<file path="config.mk">
export PLATFORM = sky130hd
export DESIGN_NAME = spi_master_cmd
export DESIGN_NICKNAME = d
export VERILOG_FILES = /design/src/rtl/spi_cmd_pkg.sv /design/src/rtl/spi_master_shifter.sv /design/src/rtl/spi_master_cmd.sv
export SDC_FILE = /design/constraint.sdc
export NUM_CORES = 1
export LEC_CHECK = 0
export ABC_AREA = 1
export CAP_MARGIN = 20
export CORE_AREA = 2 2 66 68
export DETAILED_ROUTE_END_ITERATION = 10
export DIE_AREA = 0 0 68 70
export GPL_ROUTABILITY_DRIVEN = 0
export PLACE_DENSITY = 0.74
export SETUP_SLACK_MARGIN = 0.5
export SLEW_MARGIN = 30
export SYNTH_ARGS = -nofsm -noshare
export SYNTH_HDL_FRONTEND = slang
export SYNTH_SLANG_ARGS = --single-unit
</file>
<file path="constraint.sdc">
create_clock -name clk -period 3.9 [get_ports clk]
set_input_delay 0.975 -clock clk [delete_from_list [all_inputs] [get_ports clk]]
set_output_delay 0.975 -clock clk [all_outputs]
set_load 0.02 [all_outputs]
</file>
<file path="src/rtl/spi_cmd_pkg.sv">
// Shared opcodes, widths and FSM state encoding for the command-level SPI master.
package spi_cmd_pkg;

  localparam int unsigned FRAME_W = 10;
  localparam int unsigned BYTE_W  = 8;
  localparam int unsigned CNT_W   = 4;

  localparam logic [1:0] OP_WR_ADDR = 2'b00;
  localparam logic [1:0] OP_WR_DATA = 2'b01;
  localparam logic [1:0] OP_RD_ADDR = 2'b10;
  localparam logic [1:0] OP_RD_DATA = 2'b11;

  typedef enum logic [2:0] {
    IDLE,
    START,
    SHIFT,
    WAIT,
    RECV,
    END
  } state_e;

endpackage

</file>
<file path="src/rtl/spi_master_shifter.sv">
// Datapath for the SPI master: shared down-counter, MSB-first tx frame shifter
// and MSB-first rx byte assembler.
module spi_master_shifter
  import spi_cmd_pkg::*;
(
  input  logic               clk,
  input  logic               rst_n,
  input  logic               load,
  input  logic [FRAME_W-1:0] frame,
  input  logic               shift_tx,
  output logic               tx_msb_c,
  input  logic               cnt_ld,
  input  logic [CNT_W-1:0]   cnt_val,
  input  logic               cnt_dec,
  output logic               cnt_zero_c,
  input  logic               rx_en,
  input  logic               miso,
  output logic [BYTE_W-1:0]  rx_byte_c
);

  logic [FRAME_W-1:0] tx_sr;
  logic [BYTE_W-2:0]  rx_sr;
  logic [CNT_W-1:0]   cnt;

  assign tx_msb_c   = tx_sr[FRAME_W-1];
  assign cnt_zero_c = (cnt == '0);
  // The byte completes on the same edge the last bit is sampled.
  assign rx_byte_c  = {rx_sr, miso};

  always_ff @(posedge clk) begin
    if (!rst_n) begin
      tx_sr <= '0;
      rx_sr <= '0;
      cnt   <= '0;
    end else begin
      if (load) begin
        tx_sr <= frame;
      end else if (shift_tx) begin
        tx_sr <= {tx_sr[FRAME_W-2:0], 1'b0};
      end

      if (rx_en) begin
        rx_sr <= rx_byte_c[BYTE_W-2:0];
      end

      if (cnt_ld) begin
        cnt <= cnt_val;
      end else if (cnt_dec) begin
        cnt <= cnt - CNT_W'(1);
      end
    end
  end

endmodule

</file>
<file path="src/rtl/spi_master_cmd.sv">
// Command-level SPI master: serialises 10-bit {op, payload} frames to the SPI
// slave RAM wrapper and returns the MISO byte for read-data commands.
module spi_master_cmd
  import spi_cmd_pkg::*;
#(
  parameter int unsigned RD_WAIT  = 2,
  parameter int unsigned IDLE_GAP = 1
) (
  input  logic        clk,
  input  logic        rst_n,
  input  logic        cmd_valid,
  output logic        cmd_ready,
  input  logic [1:0]  cmd_op,
  input  logic [7:0]  cmd_data,
  output logic        rsp_valid,
  output logic [7:0]  rsp_data,
  output logic        busy,
  output logic        SS_n,
  output logic        MOSI,
  input  logic        MISO
);

  localparam logic [CNT_W-1:0] SHIFT_INIT = CNT_W'(FRAME_W - 1);
  localparam logic [CNT_W-1:0] WAIT_INIT  = CNT_W'(RD_WAIT - 1);
  localparam logic [CNT_W-1:0] RECV_INIT  = CNT_W'(BYTE_W - 1);
  localparam logic [CNT_W-1:0] GAP_INIT   = CNT_W'(IDLE_GAP - 1);

  state_e             state;
  logic               is_rd;
  logic               accept;
  logic               shift_tx;
  logic               tx_msb_c;
  logic               cnt_ld;
  logic [CNT_W-1:0]   cnt_val;
  logic               cnt_dec;
  logic               cnt_zero_c;
  logic [BYTE_W-1:0]  rx_byte_c;

  assign accept = cmd_valid && cmd_ready;

  spi_master_shifter u_shifter (
    .clk        (clk),
    .rst_n      (rst_n),
    .load       (accept),
    .frame      ({cmd_op, cmd_data}),
    .shift_tx   (shift_tx),
    .tx_msb_c   (tx_msb_c),
    .cnt_ld     (cnt_ld),
    .cnt_val    (cnt_val),
    .cnt_dec    (cnt_dec),
    .cnt_zero_c (cnt_zero_c),
    .rx_en      (state == RECV),
    .miso       (MISO),
    .rx_byte_c  (rx_byte_c)
  );

  // Counter/shifter sequencing; the counter is reloaded on each phase change.
  always_comb begin
    shift_tx = 1'b0;
    cnt_ld   = 1'b0;
    cnt_val  = '0;
    cnt_dec  = 1'b0;
    case (state)
      START: begin
        shift_tx = 1'b1;
        cnt_ld   = 1'b1;
        cnt_val  = SHIFT_INIT;
      end
      SHIFT: begin
        if (cnt_zero_c) begin
          cnt_ld  = 1'b1;
          cnt_val = is_rd ? WAIT_INIT : GAP_INIT;
        end else begin
          shift_tx = 1'b1;
          cnt_dec  = 1'b1;
        end
      end
      WAIT: begin
        if (cnt_zero_c) begin
          cnt_ld  = 1'b1;
          cnt_val = RECV_INIT;
        end else begin
          cnt_dec = 1'b1;
        end
      end
      RECV: begin
        if (cnt_zero_c) begin
          cnt_ld  = 1'b1;
          cnt_val = GAP_INIT;
        end else begin
          cnt_dec = 1'b1;
        end
      end
      END: begin
        cnt_dec = !cnt_zero_c;
      end
      default: ;
    endcase
  end

  // FSM with registered pin outputs; MOSI carries frame[cnt] during SHIFT.
  always_ff @(posedge clk) begin
    if (!rst_n) begin
      state     <= IDLE;
      is_rd     <= 1'b0;
      cmd_ready <= 1'b0;
      busy      <= 1'b0;
      SS_n      <= 1'b1;
      MOSI      <= 1'b0;
      rsp_valid <= 1'b0;
      rsp_data  <= '0;
    end else begin
      rsp_valid <= 1'b0;
      case (state)
        IDLE: begin
          if (accept) begin
            state     <= START;
            is_rd     <= (cmd_op == OP_RD_DATA);
            cmd_ready <= 1'b0;
            busy      <= 1'b1;
            SS_n      <= 1'b0;
            MOSI      <= cmd_op[1];
          end else begin
            cmd_ready <= 1'b1;
          end
        end
        START: begin
          state <= SHIFT;
          MOSI  <= tx_msb_c;
        end
        SHIFT: begin
          if (cnt_zero_c) begin
            MOSI <= 1'b0;
            if (is_rd) begin
              state <= WAIT;
            end else begin
              state <= END;
              SS_n  <= 1'b1;
            end
          end else begin
            MOSI <= tx_msb_c;
          end
        end
        WAIT: begin
          if (cnt_zero_c) begin
            state <= RECV;
          end
        end
        RECV: begin
          if (cnt_zero_c) begin
            state     <= END;
            SS_n      <= 1'b1;
            rsp_valid <= 1'b1;
            rsp_data  <= rx_byte_c;
          end
        end
        END: begin
          if (cnt_zero_c) begin
            state     <= IDLE;
            cmd_ready <= 1'b1;
            busy      <= 1'b0;
          end
        end
        default: begin
          state <= IDLE;
        end
      endcase
    end
  end

endmodule

</file>
### Word-level counts from Yosys, hierarchy flattened

Index checks and enable logic that the tools add are counted.

* bits in registers: 38
* input bits: 14
* logic and storage cells: 75

* add/sub/neg operators: 1
* equality and inequality tests: 12
* muxes and demuxes: 33
* reduce and logical (&&, ||, !) cells: 18

Operators by type and width (count)
* 3-bit 2-to-1 mux: 7
* 10-bit 2-to-1 mux: 2
* 3-bit one-hot mux with 6 select lines: 1
* 1-bit 2-to-1 mux: 13
* 2-bit != test, second input constant: 6
* 4-bit one-hot mux with 3 select lines: 1
* 1-bit one-hot mux with 2 select lines: 5
* 2-bit AND reduction: 5
* 5-bit AND reduction: 2
* 4-bit 2-to-1 mux: 2
* 3-bit by 2-bit equality test with 1-bit output, second input constant: 2
* 3-bit equality test, second input constant: 2
* 1-bit one-hot mux with 3 select lines: 2
* 2-bit nonzero test: 3
* 3-bit nonzero test: 2
* 4-bit logical NOT: 1
* 4-bit by 1-bit subtractor with 4-bit output, second input constant: 1
* 3-bit by 1-bit equality test with 1-bit output, second input constant: 1
* 3-bit logical NOT: 1
* 3-bit AND reduction: 1
* 3-bit OR reduction: 1
* 2-bit equality test, second input constant: 1
* 1-bit logical AND: 1
* 1-bit logical NOT: 1

### Depth between registers and ports, before layout

Gate-level depths: netlist of run 1.

* word-level depth: 5
* depth in mapped cells: 10
* mapped depth without buffers: 9

### Hierarchy

Synthesis of run 1 repeated with hierarchy kept, for this count alone.

* cells, all modules: 271
* area, all modules: 1840.5 um^2

By module, submodules not included
* spi_master_shifter: instances 1, cells each 143, area an instance 962.2 um^2
* spi_master_cmd: instances 1, cells each 128, area an instance 878.3 um^2

### Worst setup path before layout of run 1

OpenSTA, ideal clock, no wires.

* path type: in2reg
* start point: input port rst_n
* end point: register MOSI
* setup time: 0.065 ns
* data arrival time: 1.647 ns
* required time: 3.835 ns
* path slack: 2.188 ns
* stages on the path: 4
* path buffers: 2
* cells stage by stage: clkbuf_1 buf_1 o31ai_1 nor2_1

RTL lines
* from (decl): RTL line spi_master_cmd.sv:10 `input logic rst_n,`
* to (signal assigned): RTL line spi_master_cmd.sv:122 `MOSI <= cmd_op[1];`
* to (signal assigned): RTL line spi_master_cmd.sv:129 `MOSI <= tx_msb_c;`
* to (signal assigned): RTL line spi_master_cmd.sv:141 `MOSI <= tx_msb_c;`
* to (decl): RTL line spi_master_cmd.sv:19 `output logic MOSI,`

### Worst setup path in the final report of run 1

* start point: input port cmd_valid
* end point: register u_shifter.tx_sr[9]

* longest elaborated chain between the ends: 2
* elaborated cells on any way between the ends: 3

Ends and longest elaborated chain
* from (decl): RTL line spi_master_cmd.sv:11 `input logic cmd_valid,`
* 1-bit logical AND (*): RTL line spi_master_cmd.sv:39 `assign accept = cmd_valid && cmd_ready;`
* 10-bit 2-to-1 mux / 2-bit nonzero test (equally long branches)
* to (signal assigned): RTL line spi_master_shifter.sv:37 `tx_sr <= frame;`
* to (signal assigned): RTL line spi_master_shifter.sv:39 `tx_sr <= {tx_sr[FRAME_W-2:0], 1'b0};`
* to (decl): RTL line spi_master_shifter.sv:21 `logic [FRAME_W-1:0] tx_sr;`

Mark *: on every way between the ends. The rest lies on a longest branch, timed or not.
A chain may end at the register's enable or synchronous reset.

==> results of run 1 <==
==> worst reg2reg max path: stages, from the launching register on <==
cell,delay (ps)
dfxtp_1,320
inv_1,60
ha_1,220
nand2_1,240
nand2_1,170
nand3_2,210
clkinv_1,280
nand2_1,120
a21oi_1,70
==> layer usage <==
layer	up-vias	wire length [um]	GRT usage
li1	872	-	-
met1	753	1710	0.226
met2	31	1650	0.250
met3	7	187	0.0403
met4	0	64	0.0667
met5	-	0	0
==> sequential cells by signal, summed over array words and instances (netlist names), 3 cells and up <==
name / cells
u_shifter.tx_sr: 10
u_shifter.rx_sr: 7
state: 3
rsp_data: 8
u_shifter.cnt: 4
==> report_power, final <==
group	internal, W	switching [W]
combinational	0.000245	0.000408
clock	0.000142	0.000139
sequential	0.000479	0.0000771
==> placed cells by master, fill, tap and decap left out <==
cell,netlist,layout
nor3_1,2,2
inv_1,13,13
o31ai_1,1,1
nor2_2,2,2
xnor2_1,1,1
clkinvlp_4,0,1
mux2i_1,1,1
xor2_1,1,1
clkbuf_8,0,6
buf_4,1,1
o21ai_1,2,2
o21ai_0,18,18
nand3_2,2,2
dfxtp_1,38,38
ha_1,1,1
a21oi_1,21,21
clkinv_2,0,1
clkdlybuf4s50_1,0,26
nand3_1,15,15
nand2_1,84,84
nor2_4,1,1
nand2_2,3,3
clkinv_1,1,1
nor2_1,36,36
nand3b_1,1,1
o21bai_1,2,2
inv_2,3,3
==> area by class of cell <==
type	instances	area, sq um	share of cell area
Clock inverter	2	12.5	0.00589
Clock buffer	6	82.6	0.0388
Inverter	17	63.8	0.0300
Sequential cell	38	761	0.358
Tap cell	52	65.1	0.0306
Timing Repair Buffer	27	268	0.126
Multi-Input combinational cell	194	873	0.411
==> final timing paths <==
path	slack (ps)	to	cells after the start	start
worst max-delay path	1560	u_shifter.tx_sr[9]$_SDFFE_PN0P_	6	cmd_valid
worst min-delay path	460	u_shifter.tx_sr[3]$_SDFFE_PN0P_	2	u_shifter.tx_sr[3]$_SDFFE_PN0P_
worst max register to register	2090	u_shifter.tx_sr[9]$_SDFFE_PN0P_	8	u_shifter.cnt[0]$_SDFFE_PN0P_
worst min register to register	460	u_shifter.tx_sr[3]$_SDFFE_PN0P_	2	u_shifter.tx_sr[3]$_SDFFE_PN0P_
==> kinds of logic after synthesis <==
logic type	after synthesis	share of synthesized area
mux	1	0.00573
compound gates	44	0.130
flops	38	0.435
buf+inv	25	0.0651
fa+ha+maj	1	0.00716
xor+xnor	2	0.0100
simple gates	146	0.346
==> stage by stage <==
| stage | hold slack, ps | instances | utilization | setup slack [ps] | total power, W |
|---|---|---|---|---|---|
| finish | 465 | 336 | 0.513 | 1560 | 0.00149 |
| global route | 486 | 336 | 0.513 | 1370 | 0.00163 |
| CTS | 468 | 336 | 0.513 | 1560 | 0.00150 |
| detailed placement | 456 | 328 | 0.490 | 1260 | 0.00122 |
| global placement | 448 | 328 | 0.490 | 1290 | 0.00121 |
| floorplan | 436 | 257 | - | 2190 | 0.00108 |
==> metrics.txt, run 1 <==
status=complete, no violations; Post-synth EDFFs=0; crit path capture type=flop; most instantiated library cell after synthesis=nand2_1; Worst EP required=approximately 4100 ps; antenna violations before repair=0; predominant post-synthesis flop cell=dfxtp_1; Tmin final=2340 ps; top post-synthesis cells by area=dfxtp_1, nand2_1, nor2_1; syn avg cell area=just under 7 sq um; Post-CTS Hold Fix Bufs=0; Synth Register Bits=38; CP Launch Type=input pin; synth cell count leaders=nand2_1, dfxtp_1, nor2_1, a21oi_1, o21ai_0; Rows=24; cell taking the most area after synthesis=dfxtp_1; fmax=428 MHz; synthesized area=roughly 1700 sq um; power per cell area=701 nW/um^2; Die Y=70 um; antenna cells=0; Core Footprint=4140 sq um; static leakage=roughly 0.95 nW; vias=~1700; final instance area=2130 sq um; layout cell share with drive strength beyond 1=0.0704; final hold vios=0; H-tree depth=2; Vias/cell=4.95; final period utilization=0.599; Max Transition Viols Final=0; Clock Path Buffers=2; Peak supply drop=approximately 350 uV; post-synthesis cell type count=27; Post-CTS Resized=0; worst hold path class=flop to flop; antenna-violating nets left=0; First-pass DRT Iterations=4; CTS Buf Count=5; vias in the first global route=1448; first-pass GRT wire length=6240 um; Ys Warns=0; Seq/Total Area, Yosys=0.435; clk slew on worst S/H paths=around 70 ps; Layout area overhead=21.6%; Die ar.=approximately 4800 sq um; Net Count, Synth=272; RSZ-0062 raised after global routing=no; CP Class=input pin to flop; DRC viols=0; global route overflow=0; MaxCap Viol Count=0; crit-path cells=clkdlybuf4s50_1, nand2_1, nand3_2, clkinv_1, nand2_1, a21oi_1; Slew @ Worst Pin=462 ps; FILL cells=a little over 400; PortBufs=26; Post-layout nets=slightly below 300; dpl cell area=roughly 2000 sq um; post-DP HPWL=2620 um; DR iter-0 viols=72; Final Setup Violations=0; Clock Latency Late Sink=a little under 300 ps; # Post-CTS Setup Buffers=0; relative slew slack=0.692; DR WL/cell=10.8 um; setup TNS=0 ps; CP Buf/Inv Count=2; Final Skew=between 3 and 4 ps; Die X-Extent=68 um; Initial Util=0.422; Arr. time, crit path=2500 ps; CTS tree=built; Total GRT Usage=0.166; most used cell, CP=nand2_1; Root Driver=clkbuf_8; top cell type's share of synthesized area=0.435; family with the most delay on the worst path=buffers and inverters; asr flop ratio synth=0; total wire length=3610 um; cell count after synthesis=257; largest net degree at the start of global routing=17; Slowest cell on crit path=clkdlybuf4s50_1; max incr delay on CP=roughly 450 ps; io pins=27; Sink Count=38; crit-path max FO=14
Power figures use the tool's default switching activity.
==> run 2, diff against run 1 <==
==> constraint.sdc (replaced) <==
create_clock -name clk -period 2.4 [get_ports clk]
set_input_delay 0.6 -clock clk [delete_from_list [all_inputs] [get_ports clk]]
set_output_delay 0.6 -clock clk [all_outputs]
set_load 0.02 [all_outputs]
==> metrics.txt, run 2 (synthesis gave the netlist of run 1 again) <==
CTS tree=built; Layout area overhead=24.0%; Total GRT Usage=0.178 (+0.0115); Initial Util=0.422 (unchanged); worst hold path class=flop to flop; P_sw=0.00105 W (+68%); crit path capture type=output pin; vias in the first global route=1591 (+9.9%); DR WL/cell=11.4 um (+6.2%); relative slew slack=0.755 (+0.0634); Clock Path Buffers=2 (unchanged); Non-Filler Instances=337 (+0.30%); crit-path cells=clkdlybuf4s50_1; CP Class=flop to output pin; CTS Buf Count=5 (unchanged); Core Footprint=4140 sq um (unchanged); power per cell area=1190 nW/um^2 (+69%); Vias/cell=4.96 (+0.30%); clk slew on worst S/H paths=70 ps (about the same); antenna-violating nets left=0 (unchanged); Clock Latency Late Sink=290 ps (about the same); Die Y=70 um (unchanged); Peak supply drop=512 uV (+48%); fmax=542 MHz; RSZ-0062 raised after global routing=no; largest net degree at the start of global routing=13 (-4); final period utilization=0.768; Max Transition Viols Final=0 (unchanged); Root Driver=clkbuf_8; sw frac=0.409 (-0.0102); CP Launch Type=flop; Final Skew=3.78 ps (+0.721 ps); global route overflow=0 (unchanged); status=complete, no violations; most frequent cells in the layout=nand2_1, dfxtp_1, nor2_1; Arr. time, crit path=1240 ps (-1260 ps); Tmin final=about 1800 ps; Cells on Worst Hold Path=2 (unchanged); static leakage=0.982 nW (+3.4%); family with the most delay on the worst path=buffers and inverters; setup TNS=0 ps (unchanged); Reg with most FFs=u_shifter.tx_sr; antenna cells=0 (unchanged); # Post-CTS Setup Buffers=0 (unchanged); cell-internal power=0.00152 W (+76%); flop-to-flop setup slack=730 ps (-1360 ps); Post-CTS Hold Fix Bufs=0 (unchanged); DRC viols=0 (unchanged); final hold vios=0 (unchanged); most common cell after layout, fill and taps aside=nand2_1; clock share of power=0.218 (+0.029); Slowest cell on crit path=clkdlybuf4s50_1; post-DP HPWL=2730 um (+4.1%); HP Start=u_shifter.tx_sr[1]$_SDFFE_PN0P_; Post-CTS Resized=0 (unchanged); Worst EP required=1800 ps (-2270 ps); antenna violations before repair=0 (unchanged); total wire length=3850 um (+6.6%); PortBufs=26 (unchanged); Die X-Extent=68 um (unchanged); Slew @ Worst Pin=367 ps (-94.4 ps); R2R Path End=u_shifter.tx_sr[5]$_SDFFE_PN0P_; Sink Count=38 (unchanged); crit-path max FO=2 (-12); critical path depth=1 (-5); power share of the combinational group=0.430 (-0.008); first-pass GRT wire length=6600 um (+5.8%); Rows=24 (unchanged); max incr delay on CP=610 ps (+160 ps); Die ar.=4760 sq um (unchanged); H-tree depth=2 (unchanged); DR iter-0 viols=133 (+85%); FF-to-FF Start=u_shifter.cnt[1]$_SDFFE_PN0P_; Post-layout nets=300 (+0.67%); Largest regs=u_shifter.tx_sr: 10 flops, rsp_data: 8 flops, u_shifter.rx_sr: 7 flops; io pins=27 (unchanged); CP Buf/Inv Count=1 (-1); worst hold endpoint=u_shifter.tx_sr[1]$_SDFFE_PN0P_; vias=1673 (+0.60%); layout cell share with drive strength beyond 1=0.0807 (+0.0103); First-pass DRT Iterations=5 (+1); Final Setup Violations=0 (unchanged); MaxCap Viol Count=0 (unchanged); max reg flops=10 (unchanged); sequential power share=0.352 (-0.021); worst reg2reg path depth=8 (unchanged); cell count after placement=330 (+0.61%)
[run 2: worst max path at each step]
| stage | slack [ps] | end | from |
|---|---|---|---|
| 4_1_cts | 540 | cmd_ready | cmd_ready$_SDFFE_PN0P_ |
| 3_3_place_gp | 440 | u_shifter.tx_sr[5]$_SDFFE_PN0P_ | cmd_valid |
| 5_1_grt | 520 | rsp_data[1] | rsp_data[1]$_SDFFE_PN0P_ |
| 6_report | 560 | rsp_data[1] | rsp_data[1]$_SDFFE_PN0P_ |
| 3_5_place_dp | 410 | u_shifter.tx_sr[2]$_SDFFE_PN0P_ | cmd_valid |
| 2_1_floorplan | 1010 | u_shifter.tx_sr[0]$_SDFFE_PN0P_ | u_shifter.cnt[0]$_SDFFE_PN0P_ |
[run 2: metal layers]
metal,wire [um],vias to the layer above,part of all wire,global-route usage
met5,0,-,0,0
met4,64,0,0.017,0.0822
met3,192,8,0.050,0.0403
met2,1800,45,0.47,0.282
met1,1790,746,0.47,0.226
li1,-,874,-,-
[run 2: area by class of cell]
type / instances / area (sq um)
well taps: 52 / 65.1
multi-input cells: 194 / 876
clock inverters: 1 / 30.0
fillers: 421 / 1980
inverters: 17 / 67.6
clock buffers: 6 / 82.6
repair buffers: 29 / 285
flip-flops and latches: 38 / 761
[run 2: per-stage QoR]
stage	setup WS (ps)	utilization	cell area (sq um)	power (W)	hold slack [ps]
after detailed placement	407	0.494	2050	0.00200	450
after global placement	442	0.494	2050	0.00197	448
after global routing	519	0.523	2170	0.00277	489
final	556	0.523	2170	0.00257	463
after floorplan	1010	-	1750	0.00175	436
after CTS	536	0.521	2160	0.00256	467
[run 2: worst register-to-register path, cell delays in order (launching register included)]
cell	delay, ps
dfxtp_1	360
inv_1	50
ha_1	200
nand2_2	170
nand2_1	140
nand3_2	220
clkinvlp_4	240
nand2_1	110
a21oi_1	60
[run 2: power by group through the flow]
stage          logic, W  registers (W)  clock network (W)
6_report        0.00111       0.000904           0.000560
5_1_grt         0.00126       0.000922           0.000584
4_1_cts         0.00109       0.000904           0.000563
3_5_place_dp    0.00108       0.000916                  0
3_3_place_gp    0.00106       0.000914                  0
2_1_floorplan  0.000841       0.000911                  0
